**src/rtl/ncm_nlfsr_ctrl_if.sv**
```systemverilog
// Command and keystream-output handshake bundle for the NLFSR sequencer.
// The master side issues jobs and consumes words; the slave side is the sequencer.
interface ncm_nlfsr_ctrl_if #(
    parameter int SEED_W = 56,
    parameter int CNT_W  = 16,
    parameter int WORD_W = 16
);
    logic              cmd_valid;
    logic              cmd_ready;
    logic [SEED_W-1:0] cmd_seed;
    logic [CNT_W-1:0]  cmd_warmup;
    logic [CNT_W-1:0]  cmd_nwords;
    logic              abort;
    logic              out_valid;
    logic              out_ready;
    logic [WORD_W-1:0] out_data;
    logic              busy;
    logic              done;

    modport master (
        output cmd_valid, cmd_seed, cmd_warmup, cmd_nwords, abort, out_ready,
        input  cmd_ready, out_valid, out_data, busy, done
    );

    modport slave (
        input  cmd_valid, cmd_seed, cmd_warmup, cmd_nwords, abort, out_ready,
        output cmd_ready, out_valid, out_data, busy, done
    );
endinterface

```
**src/rtl/ncm_nlfsr_ctrl.sv**
```systemverilog
// Job sequencer for the dual NLFSR: loads a seed, runs warm-up steps, then packs
// the keystream bit into words and streams them out, halting the NLFSR on backpressure.
module ncm_nlfsr_ctrl #(
    parameter int SEED_W = 56,
    parameter int CNT_W  = 16,
    parameter int WORD_W = 16
) (
    input  logic              clk,
    input  logic              rst_n,
    ncm_nlfsr_ctrl_if.slave   bus,
    output logic [SEED_W-1:0] nl_wdata,
    output logic              nl_load,
    output logic              nl_halt,
    input  logic [SEED_W-1:0] nl_rdata
);
    localparam int BC_W = (WORD_W > 1) ? $clog2(WORD_W) : 1;
    localparam logic [BC_W-1:0] BIT_LAST = BC_W'(WORD_W - 1);

    typedef enum logic [2:0] {
        S_IDLE,
        S_LOAD,
        S_WARMUP,
        S_RUN,
        S_DRAIN
    } state_t;

    state_t            state_q, state_d;
    logic [CNT_W-1:0]  warm_q, warm_d;
    logic [CNT_W-1:0]  words_q, words_d;
    logic [BC_W-1:0]   bitcnt_q, bitcnt_d;
    logic [WORD_W-2:0] coll_q, coll_d;
    logic              out_valid_q, out_valid_d;
    logic [WORD_W-1:0] out_data_q, out_data_d;
    logic              done_q, done_d;
    logic              nl_load_q, nl_load_d;
    logic [SEED_W-1:0] nl_wdata_q, nl_wdata_d;

    logic ks;
    logic word_last;
    logic stall;
    logic accept;
    logic rdata_unused;

    // Keystream bit: low bit of the 29-bit register XOR low bit of the 27-bit register.
    assign ks           = nl_rdata[27] ^ nl_rdata[0];
    assign rdata_unused = ^{nl_rdata[SEED_W-1:28], nl_rdata[26:1]};

    assign word_last = (bitcnt_q == BIT_LAST);
    // Freeze the generator only when the next step would overwrite an unaccepted word.
    assign stall     = word_last && out_valid_q && !bus.out_ready;
    assign accept    = out_valid_q && bus.out_ready;

    always_comb begin
        nl_halt = 1'b1;
        case (state_q)
            S_WARMUP: nl_halt = 1'b0;
            S_RUN:    nl_halt = stall;
            default:  nl_halt = 1'b1;
        endcase
    end

    always_comb begin
        state_d     = state_q;
        warm_d      = warm_q;
        words_d     = words_q;
        bitcnt_d    = bitcnt_q;
        coll_d      = coll_q;
        out_valid_d = out_valid_q;
        out_data_d  = out_data_q;
        done_d      = 1'b0;
        nl_load_d   = 1'b0;
        nl_wdata_d  = nl_wdata_q;

        if (accept) begin
            out_valid_d = 1'b0;
        end

        case (state_q)
            S_IDLE: begin
                if (bus.cmd_valid) begin
                    nl_wdata_d = bus.cmd_seed;
                    warm_d     = bus.cmd_warmup;
                    words_d    = bus.cmd_nwords;
                    nl_load_d  = 1'b1;
                    state_d    = S_LOAD;
                end
            end
            S_LOAD: begin
                if (warm_q != '0) begin
                    state_d = S_WARMUP;
                end else if (words_q != '0) begin
                    state_d = S_RUN;
                end else begin
                    state_d = S_DRAIN;
                end
            end
            S_WARMUP: begin
                warm_d = warm_q - CNT_W'(1);
                if (warm_q == CNT_W'(1)) begin
                    state_d = (words_q != '0) ? S_RUN : S_DRAIN;
                end
            end
            S_RUN: begin
                if (!stall) begin
                    if (word_last) begin
                        out_data_d  = {coll_q, ks};
                        out_valid_d = 1'b1;
                        bitcnt_d    = '0;
                        words_d     = words_q - CNT_W'(1);
                        if (words_q == CNT_W'(1)) begin
                            state_d = S_DRAIN;
                        end
                    end else begin
                        coll_d   = {coll_q[WORD_W-3:0], ks};
                        bitcnt_d = bitcnt_q + BC_W'(1);
                    end
                end
            end
            S_DRAIN: begin
                if (!out_valid_q || bus.out_ready) begin
                    done_d  = 1'b1;
                    state_d = S_IDLE;
                end
            end
            default: state_d = S_IDLE;
        endcase

        // Cancellation leaves out_data and the NLFSR contents untouched.
        if (bus.abort && (state_q != S_IDLE)) begin
            state_d     = S_IDLE;
            out_valid_d = 1'b0;
            bitcnt_d    = '0;
            warm_d      = '0;
            words_d     = '0;
            coll_d      = '0;
            done_d      = 1'b0;
            nl_load_d   = 1'b0;
        end
    end

    always_ff @(posedge clk) begin
        if (!rst_n) begin
            state_q     <= S_IDLE;
            warm_q      <= '0;
            words_q     <= '0;
            bitcnt_q    <= '0;
            coll_q      <= '0;
            out_valid_q <= 1'b0;
            out_data_q  <= '0;
            done_q      <= 1'b0;
            nl_load_q   <= 1'b0;
            nl_wdata_q  <= '0;
        end else begin
            state_q     <= state_d;
            warm_q      <= warm_d;
            words_q     <= words_d;
            bitcnt_q    <= bitcnt_d;
            coll_q      <= coll_d;
            out_valid_q <= out_valid_d;
            out_data_q  <= out_data_d;
            done_q      <= done_d;
            nl_load_q   <= nl_load_d;
            nl_wdata_q  <= nl_wdata_d;
        end
    end

    assign bus.cmd_ready = (state_q == S_IDLE);
    assign bus.busy      = (state_q != S_IDLE);
    assign bus.out_valid = out_valid_q;
    assign bus.out_data  = out_data_q;
    assign bus.done      = done_q;
    assign nl_load       = nl_load_q;
    assign nl_wdata      = nl_wdata_q;
endmodule

```
**src/flat_wrapper.sv**
```systemverilog
// flat-port wrapper written by rule: the top's interface ports become plain ports
module ncm_nlfsr_ctrl_flat 
#(
    parameter int SEED_W = 56,
    parameter int CNT_W  = 16,
    parameter int WORD_W = 16
)
  (clk, rst_n, nl_wdata, nl_load, nl_halt, nl_rdata, bus_cmd_valid, bus_cmd_seed, bus_cmd_warmup, bus_cmd_nwords, bus_abort, bus_out_ready, bus_cmd_ready, bus_out_valid, bus_out_data, bus_busy, bus_done);
  ncm_nlfsr_ctrl_if #(.SEED_W(SEED_W), .CNT_W(CNT_W), .WORD_W(WORD_W)) bus_i ();
  input  logic clk;
  input  logic rst_n;
  output logic [SEED_W-1:0] nl_wdata;
  output logic nl_load;
  output logic nl_halt;
  input  logic [SEED_W-1:0] nl_rdata;
  input wire logic [$bits(bus_i.cmd_valid)-1:0] bus_cmd_valid;
  input wire logic [$bits(bus_i.cmd_seed)-1:0] bus_cmd_seed;
  input wire logic [$bits(bus_i.cmd_warmup)-1:0] bus_cmd_warmup;
  input wire logic [$bits(bus_i.cmd_nwords)-1:0] bus_cmd_nwords;
  input wire logic [$bits(bus_i.abort)-1:0] bus_abort;
  input wire logic [$bits(bus_i.out_ready)-1:0] bus_out_ready;
  output wire logic [$bits(bus_i.cmd_ready)-1:0] bus_cmd_ready;
  output wire logic [$bits(bus_i.out_valid)-1:0] bus_out_valid;
  output wire logic [$bits(bus_i.out_data)-1:0] bus_out_data;
  output wire logic [$bits(bus_i.busy)-1:0] bus_busy;
  output wire logic [$bits(bus_i.done)-1:0] bus_done;
  assign bus_i.cmd_valid = bus_cmd_valid;
  assign bus_i.cmd_seed = bus_cmd_seed;
  assign bus_i.cmd_warmup = bus_cmd_warmup;
  assign bus_i.cmd_nwords = bus_cmd_nwords;
  assign bus_i.abort = bus_abort;
  assign bus_i.out_ready = bus_out_ready;
  assign bus_cmd_ready = bus_i.cmd_ready;
  assign bus_out_valid = bus_i.out_valid;
  assign bus_out_data = bus_i.out_data;
  assign bus_busy = bus_i.busy;
  assign bus_done = bus_i.done;
  ncm_nlfsr_ctrl #(.SEED_W(SEED_W), .CNT_W(CNT_W), .WORD_W(WORD_W)) u_core (.clk(clk), .rst_n(rst_n), .bus(bus_i), .nl_wdata(nl_wdata), .nl_load(nl_load), .nl_halt(nl_halt), .nl_rdata(nl_rdata));
endmodule
```
**config.mk**
```make
export PLATFORM = sky130hd
export DESIGN_NAME = ncm_nlfsr_ctrl_flat
export DESIGN_NICKNAME = d
export VERILOG_FILES = /design/src/rtl/ncm_nlfsr_ctrl_if.sv /design/src/rtl/ncm_nlfsr_ctrl.sv /design/src/flat_wrapper.sv
export SDC_FILE = /design/constraint.sdc
export NUM_CORES = 1
export LEC_CHECK = 0
export ABC_CLOCK_PERIOD_IN_PS = 2700
export CAP_MARGIN = 15
export CORE_MARGIN = 10
export CORE_UTILIZATION = 44
export DETAILED_ROUTE_END_ITERATION = 7
export GPL_TIMING_DRIVEN = 0
export MAX_ROUTING_LAYER = met4
export PLACE_DENSITY = 0.85
export REMOVE_ABC_BUFFERS = 1
export SLEW_MARGIN = 20
export SYNTH_ARGS = -nofsm -noshare
export SYNTH_HDL_FRONTEND = slang
export SYNTH_SLANG_ARGS = --single-unit
```
**constraint.sdc**
```tcl
create_clock -name clk -period 2.7 [get_ports clk]
set_clock_uncertainty 0.05 [all_clocks]
set_input_delay 0.27 -clock clk [delete_from_list [all_inputs] [get_ports clk]]
set_output_delay 0.27 -clock clk [all_outputs]
set_load 0.02 [all_outputs]
```
==> flow_metrics.py <==
metrics = {
    "place": {
        "gp_congestion": 0.836,
        "dp_slack_ns": 0.0797,
        "hpwl_um": 11100,
        "dpl.cell_count": 1008,
        "placed_cell_area_mm2": 0.00743,
        "portBuffers": 172,
    },
    "cts": {
        "tritoncts": "done",
        "post_cts_buffers": 0,
        "clkTransAtPathRegs_ns": 0.05,
        "root_buffer": "clkbuf_16",
        "clock_path_buffers": 2,
        "clock-sinks": 129,
        "h-tree-depth": 4,
        "worstSkewPairLatency_ns": 0.42,
        "numCtsBuffers": 17,
    },
    "die": {
        "initial_core_util": 0.450,
        "core_area_mm2": 0.0126,
        "rows": 41,
        "die_w_um": 134,
        "die_y_um": 134,
        "dieArea_mm2": 0.0179,
        "ios": 227,
    },
    "global_route": {
        "grt_pass1_vias": 5162,
        "grt_antenna_before_repair": 0,
        "grt_usage": 0.183,
        "grt_pass1_wl_um": 26200,
        "grt_overflow": 0,
        "grt_max_degree": 76,
    },
    "power": {
        "combPwrFrac": 0.370,
        "switchingPower_mw": 2.74,
        "power.leakage_nw": 2.90,
        "p_total_mw": 7.48,
        "seq_power_share": 0.336,
        "power_density_mw_per_mm2": 936,
        "clkPwrFrac": 0.294,
        "p_int_mw": 4.75,
        "sw_frac_of_total": 0.366,
        "vdd_drop_max_uv": 649,
    },
    "hold_path": {
        "worstHoldPathType": "in2reg",
    },
    "finish": {
        "drive_gt1_frac": 0.0637,
        "multi_input_area_mm2": 0.00288,
        "nets": 1009,
        "fillers": 1082,
        "final_cells": 1035,
        "syn_to_final_growth_pct": 40.7,
        "finalCoreUtilization": 0.634,
        "postLayoutCellArea_mm2": 0.00800,
        "antenna_cells": 0,
        "seqCellArea_mm2": 0.00258,
    },
    "routing": {
        "vias": 5463,
        "first_iter_violations": 470,
        "avgRoutedWirePerCell_um": 15.9,
        "viasPerCell": 5.28,
        "wl_um": 16500,
        "drc": 0,
        "drtPass1Iterations": 5,
        "ant_nets": 0,
    },
    "synth": {
        "avgSynthCellArea_um2": 8.03,
        "netlist_instances": 708,
        "yosysWarningCount": 0,
        "synth_cell_type_count": 63,
        "synth_area_mm2": 0.00568,
        "post-synth-top-count-cell": "nand2_1",
        "yosysTopAreaCell": "dfxtp_1",
        "synth-seq-cells": 129,
        "synth-async-reset-ratio": 0,
        "synth_edf_count": 0,
        "synth_top_area_frac": 0.454,
        "synth_commonest_cells": "nand2_1, dfxtp_1, a21oi_1",
        "yosysSeqAreaShare": 0.454,
        "ys_top_cells_by_area": "dfxtp_1, nand2_1, a21oi_1",
        "synth_ff_type": "dfxtp_1",
    },
    "critical_path": {
        "critPathArrivalTime_ns": 2.08,
        "cp_data_required_time_ns": 2.38,
        "cp_max_fo": 9,
        "worstSetupPathType": "reg2out",
        "critPathCaptureType": "output port",
        "critPathLaunchType": "flop",
    },
    "sta": {
        "min_period_ns": 2.40,
        "worst_slack_ns": 0.297,
        "rsz0062_at_grt": "no",
        "holdWs_ns": 0.350,
        "max_slew_margin": 0.282,
        "hold_violations": 0,
        "period_share": 0.890,
        "slew_viol_final": 0,
        "finalSetupTns_ns": 0,
        "worstMarginPinSlew_ns": 1.07,
        "max_freq_mhz": 416,
        "setup_viol": 0,
    },
    "flow_run": {
        "drv_cap": 0,
    },
    "run_status": {
        "status": "completed",
    },
}
==> registers in the layout, indices dropped and copies added, names as in the netlist <==
| register | cells |
|---|---|
| u_core.bus.out_data | 16 |
| u_core.bus.out_valid | 1 |
| u_core.coll_q | 15 |
| u_core.nl_wdata | 56 |
| u_core.bitcnt_q | 4 |
| u_core.bus.done | 1 |
| u_core.words_q | 16 |
| u_core.state_q | 3 |
| u_core.warm_q | 16 |
| u_core.nl_load | 1 |
==> metal layers <==
layer / GRT usage / wire (um) / vias to the layer above
li1: - / - / 2727
met4: 0.0593 / 213 / 0
met2: 0.284 / 7680 / 199
met5: - / 0 / -
met3: 0.0485 / 1110 / 18
met1: 0.227 / 7490 / 2519
==> cells in the final DEF (no fill, tap or decap), types with 3 or more instances in the layout <==
master / count
o31ai_1: 4
a211oi_1: 5
and3_1: 3
nor2_1: 43
clkbuf_16: 17
nor3_1: 9
dfxtp_1: 128
nor2b_1: 3
a21boi_0: 35
nand2b_1: 3
nor2_2: 3
clkdlybuf4s50_1: 170
nand3_1: 19
nand2_1: 202
clkbuf_8: 3
inv_1: 4
or3_1: 4
nor4_1: 4
a22oi_1: 4
a31oi_1: 8
o211ai_1: 5
o21ai_0: 21
nand2_2: 3
a21o_1: 3
a21oi_1: 57
a21boi_1: 37
nand4_1: 5
nor3_4: 3
ha_1: 5
==> critical path: stages (launching register included) <==
cell	delay, ns
dfxtp_1	0.42
or3_1	0.51
inv_2	0.13
clkdlybuf4s50_1	0.61
==> power by group through the flow <==
stage | clock network, mW | registers (mW) | logic [mW]
4_1_cts | 2.22 | 2.51 | 2.77
6_report | 2.20 | 2.51 | 2.77
2_1_floorplan | 0 | 2.70 | 1.55
3_3_place_gp | 0 | 2.52 | 2.71
5_1_grt | 2.31 | 2.56 | 3.06
3_5_place_dp | 0 | 2.54 | 2.75
==> final timing paths <==
kind | slack (ns) | start | cells after the start | to
worst max-delay path | 0.30 | u_core.state_q[2] | 3 | bus_cmd_ready
worst min-delay path | 0.35 | bus_cmd_seed[44] | 3 | u_core.nl_wdata[44]
worst max register to register | 0.31 | u_core.bitcnt_q[0] | 7 | u_core.words_q[2]
worst min register to register | 0.40 | u_core.nl_wdata[49] | 2 | u_core.nl_wdata[49]
==> cells by family (layout without fill, tap and decap cells) <==
family                     after synthesis  in the layout  synth area share
muxes                                    1              1           0.00176
xor gates and xnor gates                 1              1           0.00154
and+or+nand+nor                        322            322             0.254
adders and majority gates                5              5            0.0110
AOI/OAI and AO/OA                      200            200             0.235
buffers and inverters                   50            205            0.0420
DFF                                    129            129             0.454
==> final cells by class <==
type / instances / share of cell area
inverter: 5 / 0.00235
tap: 172 / 0.0269
sequential: 129 / 0.323
clock inverter: 6 / 0.0106
multi-input combinational: 529 / 0.360
clock buffer: 21 / 0.0588
timing repair buffer: 173 / 0.218
==> repair_timing <==
action                                  in CTS  in global routing
hold buffers                                 0                  0
endpoints found under the hold margin        0                  0
gates resized for setup                      2                  1
pin swaps                                    0                  0
endpoints found under the setup margin       1                  1
Note: power is estimated with default switching activity, not from simulation.
==> edit, RTL diff (config.mk and constraints unchanged) <==
Make the reset (`rst_n`) asynchronous in one clocked block.
--- a/src/rtl/ncm_nlfsr_ctrl.sv
+++ b/src/rtl/ncm_nlfsr_ctrl.sv
@@ -138,7 +138,7 @@
         end
     end
 
-    always_ff @(posedge clk) begin
+    always_ff @(posedge clk or negedge rst_n) begin
         if (!rst_n) begin
             state_q     <= S_IDLE;
             warm_q      <= '0;
Check against the original RTL: differs if rst_n is asserted again (counterexample within 4 cycles, from zero or initial values and one cycle with rst_n low); with rst_n held inactive, the same outputs for 10 cycles.
==> edit against the original RTL <==
  * Design area is 4.2% higher
  * Critical path type unchanged
  * Sequential cell count is the same
  * Setup slack worse by 0.14 ns
  * Register-to-register slack worse by 0.07 ns
  * Power grew 26%
  * Synthesized area is 4.2% higher
  * Final cell count decreased by 17%
  * Sequential power is 27% higher
  * Critical path depth is 1 higher
  * Largest power group unchanged
  * Wire length barely moved
  * Critical endpoint is now nl_halt
==> edit: results (changes against the original RTL) <==
* Post-DP HPWL at 11,700 µm (was 11,100 µm)
* Register area share after synthesis at 54.5% (was 45.4%)
* Overall routing resource usage at 18.3% (about the same)
* Placed Area at 7730 µm² (was 7430 µm²)
* Synth Area in Adders at 1.06% (was 1.10%)
* Hold Crit Class: input pin to asynchronous set/reset pin (was input pin to flop)
* Distinct cells, synth at 57 (was 63)
* Met1 wire length at 6830 µm (was 7490 µm)
* First-pass GRT wire length at 26,000 µm (was 26,200 µm)
* WP data arrival at 2.22 ns (was 2.08 ns)
* Vias in the first global route at 4,804 (was 5,162)
* Met3 Wirelength at 1180 µm (was 1110 µm)
* Largest net degree at the start of global routing at 68 (was 76)
* Post-Layout Cell Count at 855 (was 1,035)
* Post-synthesis mux area share at 14.0% (was 0.176%)
* Compound-Gate Fraction of Synth Area at 15.4% (was 23.5%)
* Status: finished clean (unchanged)
* Dpl cells at 820 (was 1,008)
* Critical-path maximum fanout at 6 (was 9)
* Final RePlAce weighted congestion at 0.895 (was 0.836)
* Drt via density at 5.60 (was 5.28)
* Fraction of registers with async set/reset at 100% (was 0%)
* Synth Area in XOR/XNOR at 0.444% (was 0.154%)
* Starting DRT DRC Count at 506 (was 470)
* Worst-margin pin slew at 0.987 ns (was 1.07 ns)
-- edit: changes by cell type in the layout (fill, tap and decap cells not counted), sizes merged, moves of 7 or more --
cell | before | now
inv | 5 | 12
nand2 | 206 | 10
a22o | 2 | 15
dfxtp | 129 | 0
dfrtp | 0 | 129
nand3 | 19 | 5
nor4 | 5 | 13
a21oi | 58 | 26
mux2 | 0 | 72
a21boi | 72 | 0
a32oi | 0 | 12
o21ai | 22 | 63
nor2 | 46 | 37
-- edit: cell type report --
class	count	area (µm²)
well taps	176	220
flip-flops and latches	129	3230
clock inverters	13	136
clock buffers	19	443
multi-input cells	331	2490
inverters	10	37.5
fillers	1006	4850
repair buffers	177	1780
-- edit: final timing paths --
| check | cells past startpoint | startpoint | slack (ns) | endpoint |
|---|---|---|---|---|
| worst max-delay path | 4 | u_core.bitcnt_q[0] | 0.16 | nl_halt |
| max in group asynchronous | 3 | rst_n | 1.50 | u_core.nl_wdata[20] |
| worst max register to register | 6 | u_core.state_q[1] | 0.24 | u_core.state_q[0] |
| worst min register to register | 1 | u_core.nl_wdata[14] | 0.43 | u_core.nl_wdata[14] |
| min in group clk | 2 | bus_cmd_seed[16] | 0.40 | u_core.nl_wdata[16] |
| worst min-delay path | 2 | rst_n | 0.36 | u_core.nl_wdata[0] |
-- edit: kinds of logic after synthesis --
kind of cell / after synthesis
AOI/OAI and AO/OA: 143
DFF: 129
and+or+nand+nor: 106
muxes: 74
buffers and inverters: 37
adders and majority gates: 5
xor gates and xnor gates: 3
-- edit: what timing repair did --
item                                   4_1_cts  5_1_grt
buffers inserted                             0        1
setup endpoints to repair                    2       11
pin swaps                                    1        1
endpoints found under the hold margin       62        0
resized for setup                            0        1
hold buffers                                 1        0
-- edit: through the flow --
stage | worst slack, ns | util, % | power, W
after floorplan | -0.307 | - | 0.00542
after global placement | -3.57 | 58.2 | 0.00697
after detailed placement | -0.140 | 58.6 | 0.00718
after CTS | 0.00610 | 63.0 | 0.00945
after global routing | 0.0672 | 63.2 | 0.00994
final | 0.160 | 63.2 | 0.00942
-- edit: report_power, final --
group	switching, W	internal (W)
Clock	0.000867	0.00138
Sequential	0.000567	0.00263
Combinational	0.00212	0.00185
-- edit: worst max-delay path: stages, from the launching register on --
cell and delay [ns]:
dfrtp_1 0.40, ha_1 0.23, and3_1 0.23, a311o_1 0.38, clkdlybuf4s50_1 0.55
-- edit: metal layers --
metal  vias to the layer above  global-route usage (%)
met5                         -                       -
met4                         0                    5.80
met3                        20                    5.42
met2                       204                    30.2
met1                      2364                    21.0
li1                       2202                       -
